$ cat src/rtl/testdata_pkg.sv
// Shared definitions for the test-data loader: FSM encoding and default geometry.
package testdata_pkg;

  typedef enum logic [1:0] {
    StIdle,
    StLoadLo,
    StLoadHi,
    StFull
  } loader_state_e;

  localparam int unsigned DefRamWidth    = 16;
  localparam int unsigned DefRamAddrBits = 4;

endpackage

$ cat src/rtl/testdata_loader.sv
// Unpacks a stream of two-sample beats into sequential test-data RAM writes and
// reports when a complete frame is held. The consumer's done pulse is release_req.
module testdata_loader
  import testdata_pkg::*;
#(
  parameter int unsigned RAM_WIDTH     = DefRamWidth,
  parameter int unsigned RAM_ADDR_BITS = DefRamAddrBits
) (
  input  logic                        clk,
  input  logic                        resetn,
  input  logic                        start,
  input  logic                        release_req,
  input  logic [2*RAM_WIDTH-1:0]      s_tdata,
  input  logic                        s_tvalid,
  input  logic                        s_tlast,
  output logic                        s_tready,
  output logic                        write_enable,
  output logic [RAM_ADDR_BITS-1:0]    write_address,
  output logic signed [RAM_WIDTH-1:0] RAM_in,
  output logic                        load_done,
  output logic                        frame_error,
  output logic [RAM_ADDR_BITS:0]      sample_count
);

  localparam logic [RAM_ADDR_BITS-1:0] LastAddr = '1;

  loader_state_e          state_q;
  logic [RAM_ADDR_BITS-1:0] ptr_q;
  logic [RAM_WIDTH-1:0]     hold_q;
  logic                     last_q;

  logic                     accept;
  logic [RAM_ADDR_BITS-1:0] hi_addr;
  logic                     hi_is_final;

  // Handshake and status are pure decodes of the registered state.
  assign s_tready    = (state_q == StLoadLo);
  assign load_done   = (state_q == StFull);
  assign accept      = s_tvalid & s_tready;
  assign hi_addr     = ptr_q + RAM_ADDR_BITS'(1);
  assign hi_is_final = (hi_addr == LastAddr);

  always_ff @(posedge clk) begin
    if (!resetn) begin
      state_q       <= StIdle;
      ptr_q         <= '0;
      hold_q        <= '0;
      last_q        <= 1'b0;
      write_enable  <= 1'b0;
      write_address <= '0;
      RAM_in        <= '0;
      frame_error   <= 1'b0;
      sample_count  <= '0;
    end else begin
      write_enable <= 1'b0;
      unique case (state_q)
        StIdle: begin
          if (start) begin
            ptr_q        <= '0;
            sample_count <= '0;
            frame_error  <= 1'b0;
            state_q      <= StLoadLo;
          end
        end
        StLoadLo: begin
          if (accept) begin
            write_enable  <= 1'b1;
            write_address <= ptr_q;
            RAM_in        <= s_tdata[RAM_WIDTH-1:0];
            hold_q        <= s_tdata[2*RAM_WIDTH-1:RAM_WIDTH];
            last_q        <= s_tlast;
            sample_count  <= sample_count + (RAM_ADDR_BITS+1)'(1);
            state_q       <= StLoadHi;
          end
        end
        StLoadHi: begin
          write_enable  <= 1'b1;
          write_address <= hi_addr;
          RAM_in        <= hold_q;
          sample_count  <= sample_count + (RAM_ADDR_BITS+1)'(1);
          if (hi_is_final || last_q) begin
            // tlast must coincide exactly with the beat that fills the RAM.
            frame_error <= frame_error | (hi_is_final != last_q);
            state_q     <= StFull;
          end else begin
            ptr_q   <= ptr_q + RAM_ADDR_BITS'(2);
            state_q <= StLoadLo;
          end
        end
        StFull: begin
          if (release_req) state_q <= StIdle;
        end
        default: state_q <= StIdle;
      endcase
    end
  end

endmodule

$ cat config.mk
export PLATFORM = sky130hd
export DESIGN_NAME = testdata_loader
export DESIGN_NICKNAME = d
export VERILOG_FILES = /design/src/rtl/testdata_pkg.sv /design/src/rtl/testdata_loader.sv
export SDC_FILE = /design/constraint.sdc
export NUM_CORES = 1
export LEC_CHECK = 0
export CAP_MARGIN = 10
export CELL_PAD_IN_SITES_DETAIL_PLACEMENT = 1
export CELL_PAD_IN_SITES_GLOBAL_PLACEMENT = 1
export CORE_MARGIN = 2
export CORE_UTILIZATION = 38
export CTS_CLUSTER_SIZE = 8
export DETAILED_ROUTE_END_ITERATION = 12
export PLACE_DENSITY = 0.85
export SYNTH_ARGS = -nofsm -noshare
export SYNTH_HDL_FRONTEND = slang
export SYNTH_SLANG_ARGS = --single-unit
$ cat constraint.sdc
create_clock -name clk -period 2.9 [get_ports clk]
set_clock_uncertainty 0.2 [all_clocks]
set_input_delay 0.29 -clock clk [delete_from_list [all_inputs] [get_ports clk]]
set_output_delay 0.29 -clock clk [all_outputs]
set_load 0.03 [all_outputs]
## Word-level counts from Yosys, hierarchy flattened

Index checks and enable logic that the tools add are counted.

| operators by class | value |
|---|---|
| reductions and logical operators | 11 |
| bitwise logic cells | 2 |
| equal/unequal tests | 10 |
| $add $sub $neg | 3 |
| mux-type cells | 20 |

Operator list:

| cell | number |
|---|---|
| 16-bit one-hot mux with 2 select lines | 1 |
| 16-bit 2-to-1 mux | 1 |
| 4-bit one-hot mux with 2 select lines | 2 |
| 5-bit one-hot mux with 3 select lines | 1 |
| 4-bit 2-to-1 mux | 3 |
| 3-bit AND reduction | 4 |
| 5-bit 2-to-1 mux | 2 |
| 2-bit 2-to-1 mux | 4 |
| 2-bit inequality test (second input constant) | 4 |
| 2-bit one-hot mux with 4 select lines | 1 |
| 5-bit by 1-bit adder with 5-bit output (second input constant) | 1 |
| 4-bit by 1-bit adder with 4-bit output (second input constant) | 1 |
| 4-bit by 2-bit adder with 4-bit output (second input constant) | 1 |
| 2-bit == test (second input constant) | 2 |
| 4-bit == test (second input constant) | 1 |
| 1-bit one-hot mux with 2 select lines | 2 |
| 2-bit AND reduction | 2 |
| 2-bit nonzero test | 2 |
| 1-bit 2-to-1 mux | 3 |
| 3-bit nonzero test | 1 |
| 2-bit by 1-bit == test with 1-bit output (second input constant) | 1 |
| 2-bit logical NOT | 1 |
| 2-bit by 1-bit inequality test with 1-bit output (second input constant) | 1 |
| 1-bit bitwise AND | 1 |
| other kinds (3) | 3 |

| storage, ports and cells | value |
|---|---|
| word-level logic and storage cells | 55 |
| flip-flop bits (word level) | 50 |
| output and inout port bits | 29 |

## Logic depth before layout (Yosys ltp)

| depth | value |
|---|---|
| depth in word-level cells | 6 |
| mapped depth | 8 |
| depth with buffers taken out | 6 |

## Least setup slack after synthesis

No wires, ideal clock.

| timing path | value |
|---|---|
| path kind | reg-to-reg |
| start point | register state_q[1] |
| end point | register write_address[0] |
| library setup time | 0.117 ns |
| cell stages (with the launch flop) | 8 |
| setup slack | 0.979 ns |
| data arrival time | 1.604 ns |
| buffers on the path | 2 |
| data required time | 2.583 ns |
| path through | dfxtp_1 > inv_1 > ha_1 > nand2_1 > buf_2 > buf_4 > o21ai_0 > nor2_1 |

| on the way | value |
|---|---|
| longest elaborated chain between the ends | 4 |
| elaborated cells on any way between the ends | 7 |

Ends and longest elaborated chain:

| item | RTL line | text |
|---|---|---|
| start, declared | testdata_loader.sv:27 | `loader_state_e state_q;` |
| start signal, assigned | testdata_loader.sv:45 | `state_q <= StIdle;` |
| start signal, assigned | testdata_loader.sv:62 | `state_q <= StLoadLo;` |
| start signal, assigned | testdata_loader.sv:73 | `state_q <= StLoadHi;` |
| 2-bit by 1-bit == test with 1-bit output (*) | testdata_loader.sv:37 | `assign s_tready = (state_q == StLoadLo);` |
| via s_tready | testdata_loader.sv:16 | `output logic s_tready,` |
| 1-bit bitwise AND | testdata_loader.sv:39 | `assign accept = s_tvalid & s_tready;` |
| 2-bit by 1-bit inequality test with 1-bit output (no source line) | n/a |  |
| 2-bit AND reduction (no source line) | n/a |  |
| end signal, assigned | testdata_loader.sv:68 | `write_address <= ptr_q;` |
| end signal, assigned | testdata_loader.sv:78 | `write_address <= hi_addr;` |
| end, declared | testdata_loader.sv:18 | `output logic [RAM_ADDR_BITS-1:0] write_address,` |

The timed path passes the listed nets; every way through them passes the cells marked *.
A chain may end at the register's enable or synchronous reset.

## Worst setup path in the final report

| timing path | value |
|---|---|
| start point | register state_q[1] |
| end point | output s_tready |

| on the way | value |
|---|---|
| longest elaborated chain between the ends | 1 |

Ends and longest elaborated chain:

| item | RTL line |
|---|---|
| 2-bit by 1-bit == test with 1-bit output | testdata_loader.sv:37 |
| end, declared | testdata_loader.sv:16 |

No other way between the ends.

==> reports/metrics.csv <==
metric,value,unit
status,"complete, no violations",
post_cts_buffers,0,
dieArea,6660,µm²
cts_hold_buffers,0,
h-tree-depth,2,
period_minus_slack,2.31,ns
dp_hpwl,4.22,mm
r2r_slack,0.70,ns
crit_path_max_incr_delay,0.73,ns
ios,67,
cp_max_fo,6,
endpoint_kind,output port,
slowest_stage,clkdlybuf4s50_1,
gr-total-overflow,0,
num_vias,1949,
cp-startpoint,state_q[1],
cts_resized,0,
cts_buffer_depth,2,
clkTransAtPathRegs,0.09,ns
avgSynthCellArea,9.23,µm²
synth.largest_area_cell,dfxtp_1,
ant_nets,0,
post_drt_wl_per_cell,15.2,µm
hold_slack,0.267,ns
start_util,0.389,
antenna_cells,0,
ys_seq_elements,49,
grt_pass1_wl,9.55,mm
crit_required,2.41,ns
p_leak,1.26,nW
nets,357,
first_pass_iters,4,
synthTopCellsByArea,"dfxtp_1 43%, nand2_1 10%, mux2i_1 8.3%",
drt_iter0_markers,53,
start_kind,flip-flop,
synth_cells,248,
cts_root_buf,clkbuf_8,
critPathKind,reg -> out,
powerDensity,741,nW/µm²
tns,0,ns
port-buffer-count,66,
antenna_found_initial,0,
crit_chain,inv_1 -> ha_1 -> clkdlybuf4s50_1,
synth_top_area_share,0.429,
yosysSeqAreaShare,0.429,
max_cap_violations,0,
yosys_warnings,0,
cts_tree,yes,
gp_congestion,0.734,
hold_path.class,reg -> reg,
reg2reg_from,state_q[1],
synth_nets,296,
layout-drive-gt1-share,0.0518,
slew_headroom,0.390,
clk_latency,0.31,ns
hp-start,hold_q[9],
die_w,81.6,µm
worst_slew_pin_slew,0.912,ns
path_buf_inv,2,
grt_pass1_vias,1980,
drv_slew,0,
die_h,81.6,µm
fp.coreArea,5890,µm²
cts_num_sinks,49,
max_freq,0.433,GHz
drc,0,
syn_to_final_growth,34.2,%
finalHoldViolations,0,
netlist_area,2290,µm²
viasPerCell,5.08,
drt_wl_total,5.83,mm
rsz0062_at_grt,no,
path_delay_family,buffers and inverters,
grt_max_degree,36,
cts-buffers-inserted,5,
num_rows,28,
arrival,1.82,ns
yosysUniqueCellTypes,32,
post-route-period-util,0.797,
grt_use_total,0.189,
ir_worst_vdd,395,µV
setup_violations,0,
[sequential cells by signal (all words and copies together), names as in the netlist]
register,cells
RAM_in,16
hold_q,16
sample_count,5
write_address,4
ptr_q,3
state_q,2
frame_error,1
last_q,1
write_enable,1
[per-layer routing]
metal / share of wire / GRT usage
met3: 0.049 / 0.0440
met2: 0.51 / 0.337
met5: 0 / 0
met4: 0.0093 / 0.0500
met1: 0.44 / 0.228
[final cells by class]
class | instances | area (µm²)
fill | 695 | 2810
multi-input combinational | 176 | 1180
sequential | 49 | 981
timing repair buffer | 70 | 691
tap | 75 | 93.8
clock buffer | 5 | 68.8
clock inverter | 2 | 35.0
inverter | 7 | 26.3
[worst min-delay path, cell delays in order, from the launching register on]
cell and delay (ns):
dfxtp_1 0.32, nand2_1 0.05, a21boi_0 0.06
[cells in the mapped netlist, drive strengths merged]
cell    number
o21ai        5
o311a        1
clkbuf       5
nand2b       4
a211o        1
a21oi        6
xor2         1
a21boi      19
o211ai       2
o32ai        2
nor3b        1
nand3        6
inv          7
buf         11
nand3b       1
or3          1
dfxtp       49
mux2         1
and2         1
nor2b        7
a31oi        2
nor2         3
ha          10
nor3         1
nand2       63
o22ai        3
o211a       16
mux2i       19
[stage by stage]
| stage | total power [W] | area [µm²] | worst slack (ns) | utilization | cells |
|---|---|---|---|---|---|
| floorplan | 0.00152 | 2290 | 0.979 | - | 248 |
| global placement | 0.00180 | 2970 | 0.778 | 0.504 | 377 |
| detailed placement | 0.00182 | 2970 | 0.691 | 0.504 | 377 |
| CTS | 0.00231 | 3070 | 0.551 | 0.522 | 384 |
| global route | 0.00242 | 3070 | 0.491 | 0.522 | 384 |
| finish | 0.00228 | 3070 | 0.589 | 0.522 | 384 |
[power breakdown]
group,switching (W),total (W),internal [W]
Clock,0.000227,0.000478,0.000251
Combinational,0.000533,0.000931,0.000398
Sequential,0.0000777,0.000869,0.000791
Total,0.000837,0.00228,0.00144
[layout by cell type, fill, tap and decap left out, types with 2 or more instances in the layout]
cell type	count
a21boi_0	19
a21oi_1	6
a31oi_1	2
buf_4	4
clkbuf_8	5
clkdlybuf4s50_1	66
dfxtp_1	49
ha_1	10
inv_1	6
mux2i_1	19
nand2_1	63
nand2b_1	4
nand3_1	6
nor2_1	3
nor2b_1	7
o211a_1	16
o211ai_1	2
o21ai_0	4
o22ai_1	3
o32ai_1	2
[logic make-up (layout without fill, tap and decap cells)]
group                      after synthesis  in the layout  share of synthesized area
AOI/OAI and AO/OA                       57             57                      0.197
xor gates and xnor gates                 1              1                    0.00383
adders and majority gates               10             10                     0.0547
buffers and inverters                   23             84                     0.0574
DFF                                     49             49                      0.429
muxes                                   20             20                     0.0880
and+or+nand+nor                         88             88                      0.170
[path summary, 6_finish.rpt]
path | end | cells past startpoint
worst min register to register | hold_q[9] | 2
worst max register to register | write_address[2] | 5
worst max-delay path | s_tready | 3
worst min-delay path | hold_q[9] | 2
No activity file was read; power rests on OpenSTA's default activity.
